`src/rtl/control_loop_cmd_master.sv`:
```
// control_loop_cmd_master
//
// Host-side initiator for the control-loop command interface. Read and write
// requests from the CPU register bridge are queued in a small FIFO and issued
// one at a time over the four-phase start_cmd/finish_cmd handshake. The
// control loop's word_out is captured and returned to the host together with
// a status code. Both handshake phases are guarded by a cycle timer so that a
// silent or stuck responder can never hang the host.
//
// Ports
//   clk, rst_n               clock, asynchronous active-low reset
//   req_valid/req_ready      host request handshake (req_ready = FIFO not full)
//   req_cmd, req_data        command code (write bit included) and write data
//   resp_valid/resp_ready    host response handshake, held until accepted
//   resp_data, resp_status   captured word_out; 00 ok, 01 no finish, 10 finish stuck
//   busy                     FIFO non-empty or a command in progress
//   cmd, word_in, start_cmd  command, data and strobe towards the control loop
//   word_out, finish_cmd     result and completion strobe from the control loop

module control_loop_cmd_master #(
    parameter int CMD_WID        = 8,
    parameter int DATA_WID       = 48,
    parameter int FIFO_DEPTH     = 4,
    parameter int TIMEOUT_WID    = 16,
    parameter int TIMEOUT_CYCLES = 1000
) (
    input  logic                clk,
    input  logic                rst_n,
    input  logic                req_valid,
    output logic                req_ready,
    input  logic [CMD_WID-1:0]  req_cmd,
    input  logic [DATA_WID-1:0] req_data,
    output logic                resp_valid,
    input  logic                resp_ready,
    output logic [DATA_WID-1:0] resp_data,
    output logic [1:0]          resp_status,
    output logic                busy,
    output logic [CMD_WID-1:0]  cmd,
    output logic [DATA_WID-1:0] word_in,
    output logic                start_cmd,
    input  logic [DATA_WID-1:0] word_out,
    input  logic                finish_cmd
);

    localparam int PTR_WID = $clog2(FIFO_DEPTH);
    localparam int PTR_W1  = PTR_WID + 1;
    localparam logic [TIMEOUT_WID-1:0] TIMER_LAST = TIMEOUT_WID'(TIMEOUT_CYCLES - 1);
    localparam logic [1:0] ST_OK     = 2'b00;
    localparam logic [1:0] ST_NO_FIN = 2'b01;
    localparam logic [1:0] ST_STUCK  = 2'b10;

    typedef enum logic [1:0] {
        IDLE,
        WAIT_FIN,
        WAIT_REL,
        RESP
    } state_t;

    state_t state, state_nxt;

    logic [CMD_WID-1:0]  fifo_cmd  [FIFO_DEPTH];
    logic [DATA_WID-1:0] fifo_data [FIFO_DEPTH];
    logic [PTR_WID:0]    wr_ptr, rd_ptr, wr_ptr_nxt, rd_ptr_nxt;
    logic                fifo_empty, full_nxt, push, pop;
    logic [CMD_WID-1:0]  head_cmd;
    logic [DATA_WID-1:0] head_data;

    logic [TIMEOUT_WID-1:0] timer, timer_nxt;
    logic [CMD_WID-1:0]     cmd_nxt;
    logic [DATA_WID-1:0]    word_in_nxt, resp_data_nxt;
    logic [1:0]             resp_status_nxt;
    logic                   start_nxt, resp_valid_nxt;

    // The extra pointer bit tells a full FIFO apart from an empty one. req_ready
    // is a registered copy of "not full", so a pop in the same cycle as a
    // blocked push only opens the slot for the following cycle.
    assign push       = req_valid && req_ready;
    assign pop        = (state == IDLE) && !fifo_empty;
    assign fifo_empty = (wr_ptr == rd_ptr);
    assign wr_ptr_nxt = wr_ptr + PTR_W1'(push);
    assign rd_ptr_nxt = rd_ptr + PTR_W1'(pop);
    assign full_nxt   = (wr_ptr_nxt[PTR_WID] != rd_ptr_nxt[PTR_WID]) &&
                        (wr_ptr_nxt[PTR_WID-1:0] == rd_ptr_nxt[PTR_WID-1:0]);
    assign head_cmd   = fifo_cmd[rd_ptr[PTR_WID-1:0]];
    assign head_data  = fifo_data[rd_ptr[PTR_WID-1:0]];

    // FIFO storage carries no reset; the pointers alone decide what is valid.
    always_ff @(posedge clk) begin
        if (push) begin
            fifo_cmd[wr_ptr[PTR_WID-1:0]]  <= req_cmd;
            fifo_data[wr_ptr[PTR_WID-1:0]] <= req_data;
        end
    end

    // Pointers plus the registered host-side flags. Reset holds req_ready low
    // so the host cannot push until the first edge after release, and busy is
    // computed from next-state values so it stays a plain flop output.
    always_ff @(posedge clk or negedge rst_n) begin
        if (!rst_n) begin
            wr_ptr    <= '0;
            rd_ptr    <= '0;
            req_ready <= 1'b0;
            busy      <= 1'b0;
        end else begin
            wr_ptr    <= wr_ptr_nxt;
            rd_ptr    <= rd_ptr_nxt;
            req_ready <= !full_nxt;
            busy      <= (wr_ptr_nxt != rd_ptr_nxt) || (state_nxt != IDLE);
        end
    end

    // Handshake state machine. WAIT_FIN waits for the responder to finish (or
    // gives up after TIMEOUT_CYCLES with status 01 and zero data); WAIT_REL
    // waits for finish_cmd to drop again so the next start_cmd never overlaps
    // a still-high finish, falling back to status 10 if it never drops. A
    // no-finish status is kept in that case since it describes the first
    // failure. RESP raises resp_valid one cycle after entry and holds it until
    // the host takes it. cmd and word_in only change when leaving IDLE.
    always_comb begin
        state_nxt       = state;
        cmd_nxt         = cmd;
        word_in_nxt     = word_in;
        start_nxt       = start_cmd;
        timer_nxt       = timer;
        resp_data_nxt   = resp_data;
        resp_status_nxt = resp_status;
        resp_valid_nxt  = resp_valid;
        case (state)
            IDLE: begin
                if (!fifo_empty) begin
                    cmd_nxt     = head_cmd;
                    word_in_nxt = head_data;
                    start_nxt   = 1'b1;
                    timer_nxt   = '0;
                    state_nxt   = WAIT_FIN;
                end
            end
            WAIT_FIN: begin
                if (finish_cmd) begin
                    resp_data_nxt   = word_out;
                    resp_status_nxt = ST_OK;
                    start_nxt       = 1'b0;
                    timer_nxt       = '0;
                    state_nxt       = WAIT_REL;
                end else if (timer == TIMER_LAST) begin
                    resp_data_nxt   = '0;
                    resp_status_nxt = ST_NO_FIN;
                    start_nxt       = 1'b0;
                    timer_nxt       = '0;
                    state_nxt       = WAIT_REL;
                end else begin
                    timer_nxt = timer + TIMEOUT_WID'(1);
                end
            end
            WAIT_REL: begin
                if (!finish_cmd) begin
                    state_nxt = RESP;
                end else if (timer == TIMER_LAST) begin
                    if (resp_status != ST_NO_FIN) begin
                        resp_status_nxt = ST_STUCK;
                    end
                    state_nxt = RESP;
                end else begin
                    timer_nxt = timer + TIMEOUT_WID'(1);
                end
            end
            RESP: begin
                if (!resp_valid) begin
                    resp_valid_nxt = 1'b1;
                end else if (resp_ready) begin
                    resp_valid_nxt = 1'b0;
                    state_nxt      = IDLE;
                end
            end
            default: begin
                state_nxt = IDLE;
            end
        endcase
    end

    // State and output registers. Reset clears everything at once, including
    // start_cmd in the middle of a handshake, so an in-flight command is
    // simply dropped without a response.
    always_ff @(posedge clk or negedge rst_n) begin
        if (!rst_n) begin
            state       <= IDLE;
            cmd         <= '0;
            word_in     <= '0;
            start_cmd   <= 1'b0;
            timer       <= '0;
            resp_data   <= '0;
            resp_status <= ST_OK;
            resp_valid  <= 1'b0;
        end else begin
            state       <= state_nxt;
            cmd         <= cmd_nxt;
            word_in     <= word_in_nxt;
            start_cmd   <= start_nxt;
            timer       <= timer_nxt;
            resp_data   <= resp_data_nxt;
            resp_status <= resp_status_nxt;
            resp_valid  <= resp_valid_nxt;
        end
    end

endmodule
```
`config.mk`:
```
export PLATFORM = sky130hd
export DESIGN_NAME = control_loop_cmd_master
export DESIGN_NICKNAME = d
export VERILOG_FILES = /design/src/rtl/control_loop_cmd_master.sv
export SDC_FILE = /design/constraint.sdc
export NUM_CORES = 1
export LEC_CHECK = 0
export CAP_MARGIN = 40
export CORE_MARGIN = 10
export CORE_UTILIZATION = 63
export DETAILED_ROUTE_END_ITERATION = 10
export DONT_BUFFER_PORTS = 1
export PLACE_DENSITY = 0.79
export SLEW_MARGIN = 20
export SYNTH_ARGS = -nofsm -noshare
export SYNTH_HDL_FRONTEND = slang
export SYNTH_SLANG_ARGS = --single-unit
```
`constraint.sdc`:
```
create_clock -name clk -period 7.8 [get_ports clk]
set_clock_uncertainty 0.2 [all_clocks]
set_input_delay 0.39 -clock clk [delete_from_list [all_inputs] [get_ports clk]]
set_output_delay 0.39 -clock clk [all_outputs]
set_load 0.01 [all_outputs]
```
==> flow_summary.json, run 1 <==
{
  "status": "completed",
  "critPathMaxFanout": 15,
  "worst-slew-pin-transition_ps": 690,
  "seq_area_um2": 10100,
  "power-per-cell-area_nw_per_um2": 407,
  "htreeDepth": 2,
  "seq_area_frac_synth": 0.747,
  "grt_max_degree": 135,
  "grt_pass1_vias": 7734,
  "grt_use_met1": 0.253,
  "final_cell_mix": "224 x edfxtp_1, 132 x dfrtp_1, 107 x dlygate4sd3_1, 61 x a22o_1, 57 x mux2_2",
  "ys_types": 48,
  "timing.fmax_ghz": 0.301,
  "busiest_layer": "met2",
  "die_area_um2": 27700,
  "layout_commonest_cell": "edfxtp_1",
  "ios": 219,
  "min_path_type": "input pin to register",
  "setup_slack_ps": 4470,
  "min_to": "state[0]$_DFF_PN0_",
  "ys_warn_count": 0,
  "wire_per_inst_um": 26.8,
  "firstDrtPassIters": 4,
  "synth_area_um2": 13500,
  "rr_worst_depth": 6,
  "die_w_um": 166,
  "setup.worst_path.end_class": "register",
  "fin_crit_ps": 3330,
  "holdPathStages": 3,
  "critPathRequiredTime_ps": 8000,
  "setup_viol_count_final": 0,
  "finalWeightedCongestion": 0.828,
  "drive_gt1_frac": 0.236,
  "insertion_delay_ps": 520,
  "nFillCells": 1031,
  "drt-initial-drc-count": 660,
  "r2r_end": "timer[15]$_DFFE_PN0P_",
  "critPathArrivalTime_ps": 3530,
  "cts_buffer_depth": 3,
  "ys_ff_latch": 358,
  "crit_type": "register to register",
  "ir_drop_mv": 0.272,
  "gr-total-overflow": 0,
  "dp_hpwl_mm": 17.3,
  "use_met2": 0.361,
  "p_leak_nw": 6.11,
  "start_kind": "register",
  "portBuffers": 0,
  "grt_pass1_wl_mm": 46.8,
  "slew_headroom": 0.537,
  "drv_cap": 0,
  "avgSynthCellArea_um2": 19.5,
  "synth.net_count": 812,
  "routed_via_density": 6.31,
  "cts-buffers-inserted": 36,
  "clk_pin_slew_worst_paths_ps": 60,
  "ant_nets": 0,
  "wirelength_mm": 30.2,
  "syn_inst": 693,
  "multi_input_area_um2": 3270,
  "r2r_slack_ps": 4470,
  "setup_tns_ps": 0,
  "drv_slew": 0,
  "rows": 53,
  "grt_usage": 0.214,
  "rsz0062_at_grt": "no",
  "root_buffer": "clkbuf_16",
  "cts_tree": "built",
  "synth_flop_cell": "edfxtp_1",
  "use_met3": 0.0755,
  "fin_crit_sh": 0.427,
  "p_total_mw": 6.65,
  "vias": 7121,
  "drc": 0,
  "hold_viol": 0,
  "fin_util": 0.778,
  "fp.dieH_um": 166,
  "start_util": 0.642,
  "synth_edf_count": 224,
  "clkSinkCount": 358,
  "r2r-start": "timer[13]$_DFFE_PN0P_",
  "synthToLayoutAreaGrowth_pct": 21.1,
  "layout.nets": 942,
  "core_area_um2": 21000,
  "dpl_worst_slack_ps": 4610,
  "ys_async_sr_fraction": 0.374,
  "hp-start": "finish_cmd",
  "antenna_found_initial": 3
}
==> area by class of cell <==
class,count,share of cell area
sequential,358,0.617
multi-input combinational,289,0.200
timing repair buffer,126,0.0834
clock buffer,55,0.0652
tap,275,0.0211
clock inverter,11,0.0101
inverter,12,0.00276
antenna,3,0.000459
==> how the worst max path moves through the flow <==
stage                     startpoint                  endpoint
2_1_floorplan    req_ready$_DFF_PN0_  fifo_cmd[0][0]$_DFFE_PP_
3_3_place_gp     rd_ptr[1]$_DFF_PN0_            busy$_DFF_PN0_
3_5_place_dp   timer[13]$_DFFE_PN0P_     timer[15]$_DFFE_PN0P_
4_1_cts        timer[13]$_DFFE_PN0P_     timer[15]$_DFFE_PN0P_
5_1_grt        timer[13]$_DFFE_PN0P_     timer[15]$_DFFE_PN0P_
6_report       timer[13]$_DFFE_PN0P_     timer[15]$_DFFE_PN0P_
==> where the power goes <==
part           switching (mW)  leakage [nW]  internal [mW]  total, mW
combinational           0.854          1.82          0.943       1.80
clock                   0.689         0.602           1.08       1.77
sequential              0.500          3.69           2.58       3.08
total                    2.04          6.11           4.61       6.65
==> Yosys cell counts (2+ instances only) <==
library cell / number / area share
and3_1: 5 / 0.0023
nor2b_1: 10 / 0.0046
nor2_1: 14 / 0.0039
and2_1: 2 / 0.00093
a21o_1: 2 / 0.0011
nand4_1: 3 / 0.0014
ha_1: 10 / 0.0093
a22o_1: 61 / 0.040
nor4_1: 2 / 0.00093
mux2_2: 57 / 0.048
xor2_1: 8 / 0.0052
o21ai_0: 13 / 0.0048
buf_1: 10 / 0.0028
inv_1: 12 / 0.0033
edfxtp_1: 224 / 0.50
dfrtp_1: 134 / 0.25
clkbuf_1: 18 / 0.0050
a21oi_1: 8 / 0.0030
nand2_1: 8 / 0.0022
mux4_2: 56 / 0.093
buf_2: 4 / 0.0015
nor3_1: 5 / 0.0019
nor3b_1: 2 / 0.0011
==> metal layers <==
| layer | share of wire | vias to the layer above | wire (um) |
|---|---|---|---|
| met5 | 0 | - | 0 |
| met4 | 0.021 | 0 | 643 |
| met3 | 0.093 | 54 | 2800 |
| met2 | 0.51 | 307 | 15500 |
| met1 | 0.37 | 3731 | 11200 |
| li1 | - | 3029 | - |
==> flip-flops by register name, summed over array words and instances, names as in the netlist <==
name and flops:
resp_valid 1, cmd 8, req_ready 1, fifo_cmd 32, fifo_data 192, rd_ptr 3
timer 16, resp_status 2, start_cmd 1, word_in 48, wr_ptr 3, resp_data 48
busy 1, state 2
==> through the flow <==
step	area (um^2)	hold WS (ps)	cells
global route	16300	81.9	1129
global placement	13800	-99.9	943
detailed placement	13900	-97.4	948
finish	16300	76.8	1129
CTS	16200	20.0	1122
floorplan	13500	-106	693
==> kinds of logic after synthesis <==
logic type / count (synthesis) / synth area share
flops: 358 / 0.747
mux: 113 / 0.141
compound gates: 96 / 0.0577
simple gates: 62 / 0.0261
buf+inv: 46 / 0.0138
fa+ha+maj: 10 / 0.00927
xor+xnor: 8 / 0.00519
==> worst max-delay path: stages (launching register included) <==
cell	delay (ps)
dfrtp_1	440
or4_4	600
nor4_2	590
a2bb2oi_2	580
nor2b_1	280
buf_4	250
a211o_1	270
==> what timing repair did <==
action	CTS	global route
gates resized for setup	0	0
hold buffers	108	0
setup buffers	0	0
hold endpoints to repair	408	0
Note: power is estimated with default switching activity, not from simulation.
==> inputs of run 2 (changes only) <==
==> constraint.sdc (replaced) <==
create_clock -name clk -period 3.4 [get_ports clk]
set_clock_uncertainty 0.2 [all_clocks]
set_input_delay 0.17 -clock clk [delete_from_list [all_inputs] [get_ports clk]]
set_output_delay 0.17 -clock clk [all_outputs]
set_load 0.01 [all_outputs]
==> run 2 against run 1 <==
Against the previous run: register-to-register slack worse by 4100 ps; utilization is 0.85 points lower; fmax is 10% higher; non-clock buffer count stayed put; hold slack worse by 34 ps; critical path type unchanged; wire length is 0.69% higher; final cell count is 0.44% lower.
==> flow_summary.json, run 2 (synthesized netlist as in run 1, its figures left out) <==
{
  "fin_crit_ps": 3030,
  "cts_hold_repair.buffers": 108,
  "clkSinkCount": 358,
  "gr-total-overflow": 0,
  "antenna_found_initial": 1,
  "final_cell_mix": "224 x edfxtp_1, 132 x dfrtp_1, 107 x dlygate4sd3_1, 61 x a22o_1, 57 x mux2_2",
  "grt_pass1_wl_mm": 47.4,
  "wirelength_mm": 30.4,
  "drv_cap": 0,
  "ant_nets": 0,
  "cpPeakStageDelay_ps": 590,
  "worst-slew-pin-transition_ps": 702,
  "portBuffers": 0,
  "drv_slew": 0,
  "cp_slowest_cell": "or4_4",
  "htreeDepth": 2,
  "post-cts-setup-buffers": 0,
  "grt_usage": 0.218,
  "cpMostUsedCell": "buf_4",
  "clk_pin_slew_worst_paths_ps": 60,
  "die_area_um2": 27700,
  "layout.nets": 941,
  "die_w_um": 166,
  "crit_type": "register to register",
  "cts_buffer_depth": 3,
  "critPathMaxFanout": 15,
  "final_area_um2": 16200,
  "cts-buffers-inserted": 35,
  "ir_drop_mv": 0.656,
  "drive_gt1_frac": 0.232,
  "routed_via_density": 6.27,
  "firstDrtPassIters": 4,
  "wire_per_inst_um": 27.1,
  "drc": 0,
  "placedCellCount": 952,
  "rows": 53,
  "fin_cells": 1124,
  "status": "completed",
  "ios": 219,
  "layout_commonest_cell": "edfxtp_1",
  "fp.dieH_um": 166,
  "root_buffer": "clkbuf_16",
  "setup.worst_path.end_class": "register",
  "largest_reg_flops": 192,
  "vias": 7043,
  "start_kind": "register",
  "fin_util": 0.769,
  "critPathRequiredTime_ps": 3590,
  "insertion_delay_ps": 510,
  "fin_crit_sh": 0.890,
  "slew_headroom": 0.532,
  "core_area_um2": 21000,
  "cts_tree": "built",
  "grt_pass1_vias": 7741,
  "power-per-cell-area_nw_per_um2": 921,
  "drt-initial-drc-count": 475,
  "place_area_um2": 14000,
  "min_path_type": "input pin to register",
  "p_leak_nw": 6.03,
  "rsz0062_at_grt": "no",
  "setup_viol_count_final": 0,
  "critPathArrivalTime_ps": 3220,
  "setup_tns_ps": 0,
  "timing.fmax_ghz": 0.330,
  "path_cells": "or4_4, nor4_2, buf_4, a2bb2oi_2, nor2b_1, buf_4, a211o_1",
  "finalWeightedCongestion": 0.826,
  "start_util": 0.642,
  "grt_max_degree": 135,
  "ctsResizeCount": 0,
  "dp_hpwl_mm": 17.8,
  "hold_viol": 0,
  "synthToLayoutAreaGrowth_pct": 19.8
}
-- run 2: metal layers --
layer | track usage | vias to the layer above | share of wire
met1 | 0.255 | 3661 | 0.37
met4 | 0.0607 | 0 | 0.022
met5 | 0 | - | 0
met2 | 0.378 | 307 | 0.52
met3 | 0.0734 | 52 | 0.088
li1 | - | 3023 | -
-- run 2: path summary, 6_finish.rpt --
check                      cells past startpoint                  endpoint  slack [ps]                  start
setup / recovery                               7     timer[15]$_DFFE_PN0P_         370  timer[13]$_DFFE_PN0P_
hold / removal                                 2       wr_ptr[0]$_DFF_PN0_          40              req_valid
setup reg to reg                               7     timer[15]$_DFFE_PN0P_         370  timer[13]$_DFFE_PN0P_
hold reg to reg                                1       wr_ptr[2]$_DFF_PN0_         340    wr_ptr[2]$_DFF_PN0_
max in group asynchronous                      2       rd_ptr[1]$_DFF_PN0_        2340                  rst_n
min in group asynchronous                      2  resp_data[5]$_DFFE_PN0P_          90                  rst_n
-- run 2: worst max-delay path, delay by kind of cell, from the launching register on --
family | cells | cell delay, ps
DFF | 1 | 440
buffers and inverters | 2 | 450
and+or+nand+nor | 3 | 1110
AOI/OAI and AO/OA | 2 | 720
-- run 2: cell type report --
type	instances	area, um^2
inverters	12	45.0
fillers	1080	4850
clock inverters	4	22.5
multi-input cells	289	3270
flip-flops and latches	358	10100
repair buffers	126	1300
clock buffers	59	1090
well taps	275	344
diodes	1	2.50
-- run 2: stage by stage --
| stage | hold slack, ps | power, mW | setup slack [ps] |
|---|---|---|---|
| after floorplan | -326 | 9.78 | -81.5 |
| after global placement | -320 | 10.7 | 615 |
| after detailed placement | -321 | 11.1 | 487 |
| after CTS | 8.26 | 15.0 | 475 |
| after global routing | 52.2 | 15.6 | 307 |
| final | 42.7 | 14.9 | 374 |
-- run 2: report_power, final --
| group | leakage [nW] | switching, mW | internal (mW) |
|---|---|---|---|
| clock network | 0.541 | 1.53 | 2.18 |
| registers | 3.69 | 1.15 | 5.93 |
| logic | 1.80 | 1.99 | 2.12 |
==> inputs of run 3 (changes only) <==
--- a/config.mk
+++ b/config.mk
@@ -10,7 +10,7 @@
 export CORE_UTILIZATION = 63
 export DETAILED_ROUTE_END_ITERATION = 10
 export DONT_BUFFER_PORTS = 1
-export PLACE_DENSITY = 0.79
+export PLACE_DENSITY = 0.78
 export SLEW_MARGIN = 20
 export SYNTH_ARGS = -nofsm -noshare
 export SYNTH_HDL_FRONTEND = slang
==> run 3 against run 2 <==
Against the previous run: non-clock buffer count grew 6; hold slack better by 27 ps; sequential share of layout area shrank 0.74 points; first-iteration DRC count increased by 44%; sequential cell count unchanged; largest power group unchanged.
==> flow_summary.json, run 3 (synthesized netlist as in run 1, its figures left out) <==
{
  "busiest_layer": "met2",
  "antenna_found_initial": 5,
  "setup_tns_ps": 0,
  "htreeDepth": 2,
  "ios": 219,
  "min_path_type": "input pin to register",
  "slew_headroom": 0.536,
  "fin_crit_ps": 3200,
  "critPathMaxFanout": 15,
  "r2r_end": "timer[15]$_DFFE_PN0P_",
  "start_util": 0.642,
  "dp_hpwl_mm": 16.7,
  "holdPathStages": 2,
  "start_kind": "register",
  "fin_cells": 1136,
  "largest_reg_flops": 192,
  "use_met3": 0.0819,
  "routed_via_density": 6.25,
  "drc": 0,
  "fin_crit_sh": 0.942,
  "clk_pin_slew_worst_paths_ps": 60,
  "crit_type": "register to register",
  "ir_drop_mv": 0.567,
  "layout_commonest_cell": "edfxtp_1",
  "finalWeightedCongestion": 0.800,
  "drv_cap": 0,
  "post-cts-setup-buffers": 0,
  "insertion_delay_ps": 510,
  "hold_viol": 0,
  "final_cell_mix": "224 x edfxtp_1, 132 x dfrtp_1, 116 x dlygate4sd3_1, 61 x a22o_1, 57 x mux2_2",
  "timing.fmax_ghz": 0.312,
  "placedCellCount": 948,
  "wirelength_mm": 30.2,
  "rows": 53,
  "clkSinkCount": 358,
  "rsz0062_at_grt": "no",
  "rr_worst_depth": 6,
  "portBuffers": 0,
  "cts_buffer_depth": 3,
  "firstDrtPassIters": 4,
  "gr-total-overflow": 0,
  "die_area_um2": 27700,
  "p_leak_nw": 6.13,
  "core_area_um2": 21000,
  "cts-buffers-inserted": 36,
  "vias": 7102,
  "critPathArrivalTime_ps": 3380,
  "ant_nets": 0,
  "drive_gt1_frac": 0.235,
  "grt_usage": 0.215,
  "critPathRequiredTime_ps": 3580,
  "grt_pass1_vias": 7813,
  "cts_tree": "built",
  "root_buffer": "clkbuf_16",
  "power-per-cell-area_nw_per_um2": 929,
  "cts_hold_repair.buffers": 115,
  "grt_use_met1": 0.245,
  "fp.dieH_um": 166,
  "grt_max_degree": 135,
  "min_to": "wr_ptr[0]$_DFF_PN0_",
  "status": "completed",
  "synthToLayoutAreaGrowth_pct": 21.3,
  "wire_per_inst_um": 26.6,
  "use_met2": 0.372,
  "worst-slew-pin-transition_ps": 695,
  "die_w_um": 166,
  "r2r_slack_ps": 200,
  "setup.worst_path.end_class": "register",
  "hp-start": "req_valid",
  "setup_viol_count_final": 0,
  "drv_slew": 0,
  "ctsResizeCount": 0,
  "grt_pass1_wl_mm": 46.7,
  "drt-initial-drc-count": 684,
  "fin_util": 0.778,
  "r2r-start": "timer[13]$_DFFE_PN0P_",
  "layout.nets": 948
}
==> run 3: power breakdown <==
group	switching, mW	total (mW)	internal (mW)	leakage [nW]
registers	1.11	7.04	5.93	3.69
clock network	1.55	3.89	2.34	0.591
logic	2.05	4.26	2.21	1.85
==> run 3: worst max path at each step <==
stage	startpoint	end	slack, ps	depth (start not counted)
after floorplan	req_ready$_DFF_PN0_	fifo_cmd[0][0]$_DFFE_PP_	-80	2
after CTS	timer[13]$_DFFE_PN0P_	timer[15]$_DFFE_PN0P_	240	6
after global routing	timer[13]$_DFFE_PN0P_	timer[15]$_DFFE_PN0P_	70	6
after global placement	timer[13]$_DFFE_PN0P_	timer[15]$_DFFE_PN0P_	470	5
after detailed placement	timer[13]$_DFFE_PN0P_	timer[15]$_DFFE_PN0P_	270	6
final	timer[13]$_DFFE_PN0P_	timer[15]$_DFFE_PN0P_	200	6
==> run 3: critical path, cell delays in order (launching register included) <==
cell	delay (ps)
dfrtp_1	440
or4_4	580
nor4_2	570
a2bb2oi_2	510
nor2b_1	260
buf_4	240
a211o_1	270
==> run 3: stage by stage <==
stage / area [um^2] / total power [mW] / hold slack [ps] / worst slack [ps]
2_1_floorplan: 13500 / 9.78 / -326 / -81.5
3_3_place_gp: 13900 / 10.7 / -317 / 470
3_5_place_dp: 13900 / 11.0 / -317 / 268
4_1_cts: 16300 / 15.2 / -859 / 240
5_1_grt: 16400 / 15.9 / 98.5 / 72.8
6_report: 16400 / 15.2 / 69.4 / 197
==> run 3: final cells by class <==
class                           count  area, um^2
Clock inverter                     13         118
Tap cell                          275         344
Inverter                           12        45.0
Antenna cell                        5        12.5
Sequential cell                   358       10100
Clock buffer                       52        1070
Timing Repair Buffer              132        1410
Fill cell                        1058        4660
Multi-Input combinational cell    289        3270
==> run 3: per-layer routing <==
metal | vias to the layer above | part of all wire
met3 | 43 | 0.097
li1 | 3043 | -
met2 | 308 | 0.53
met5 | - | 0
met4 | 0 | 0.019
met1 | 3708 | 0.36
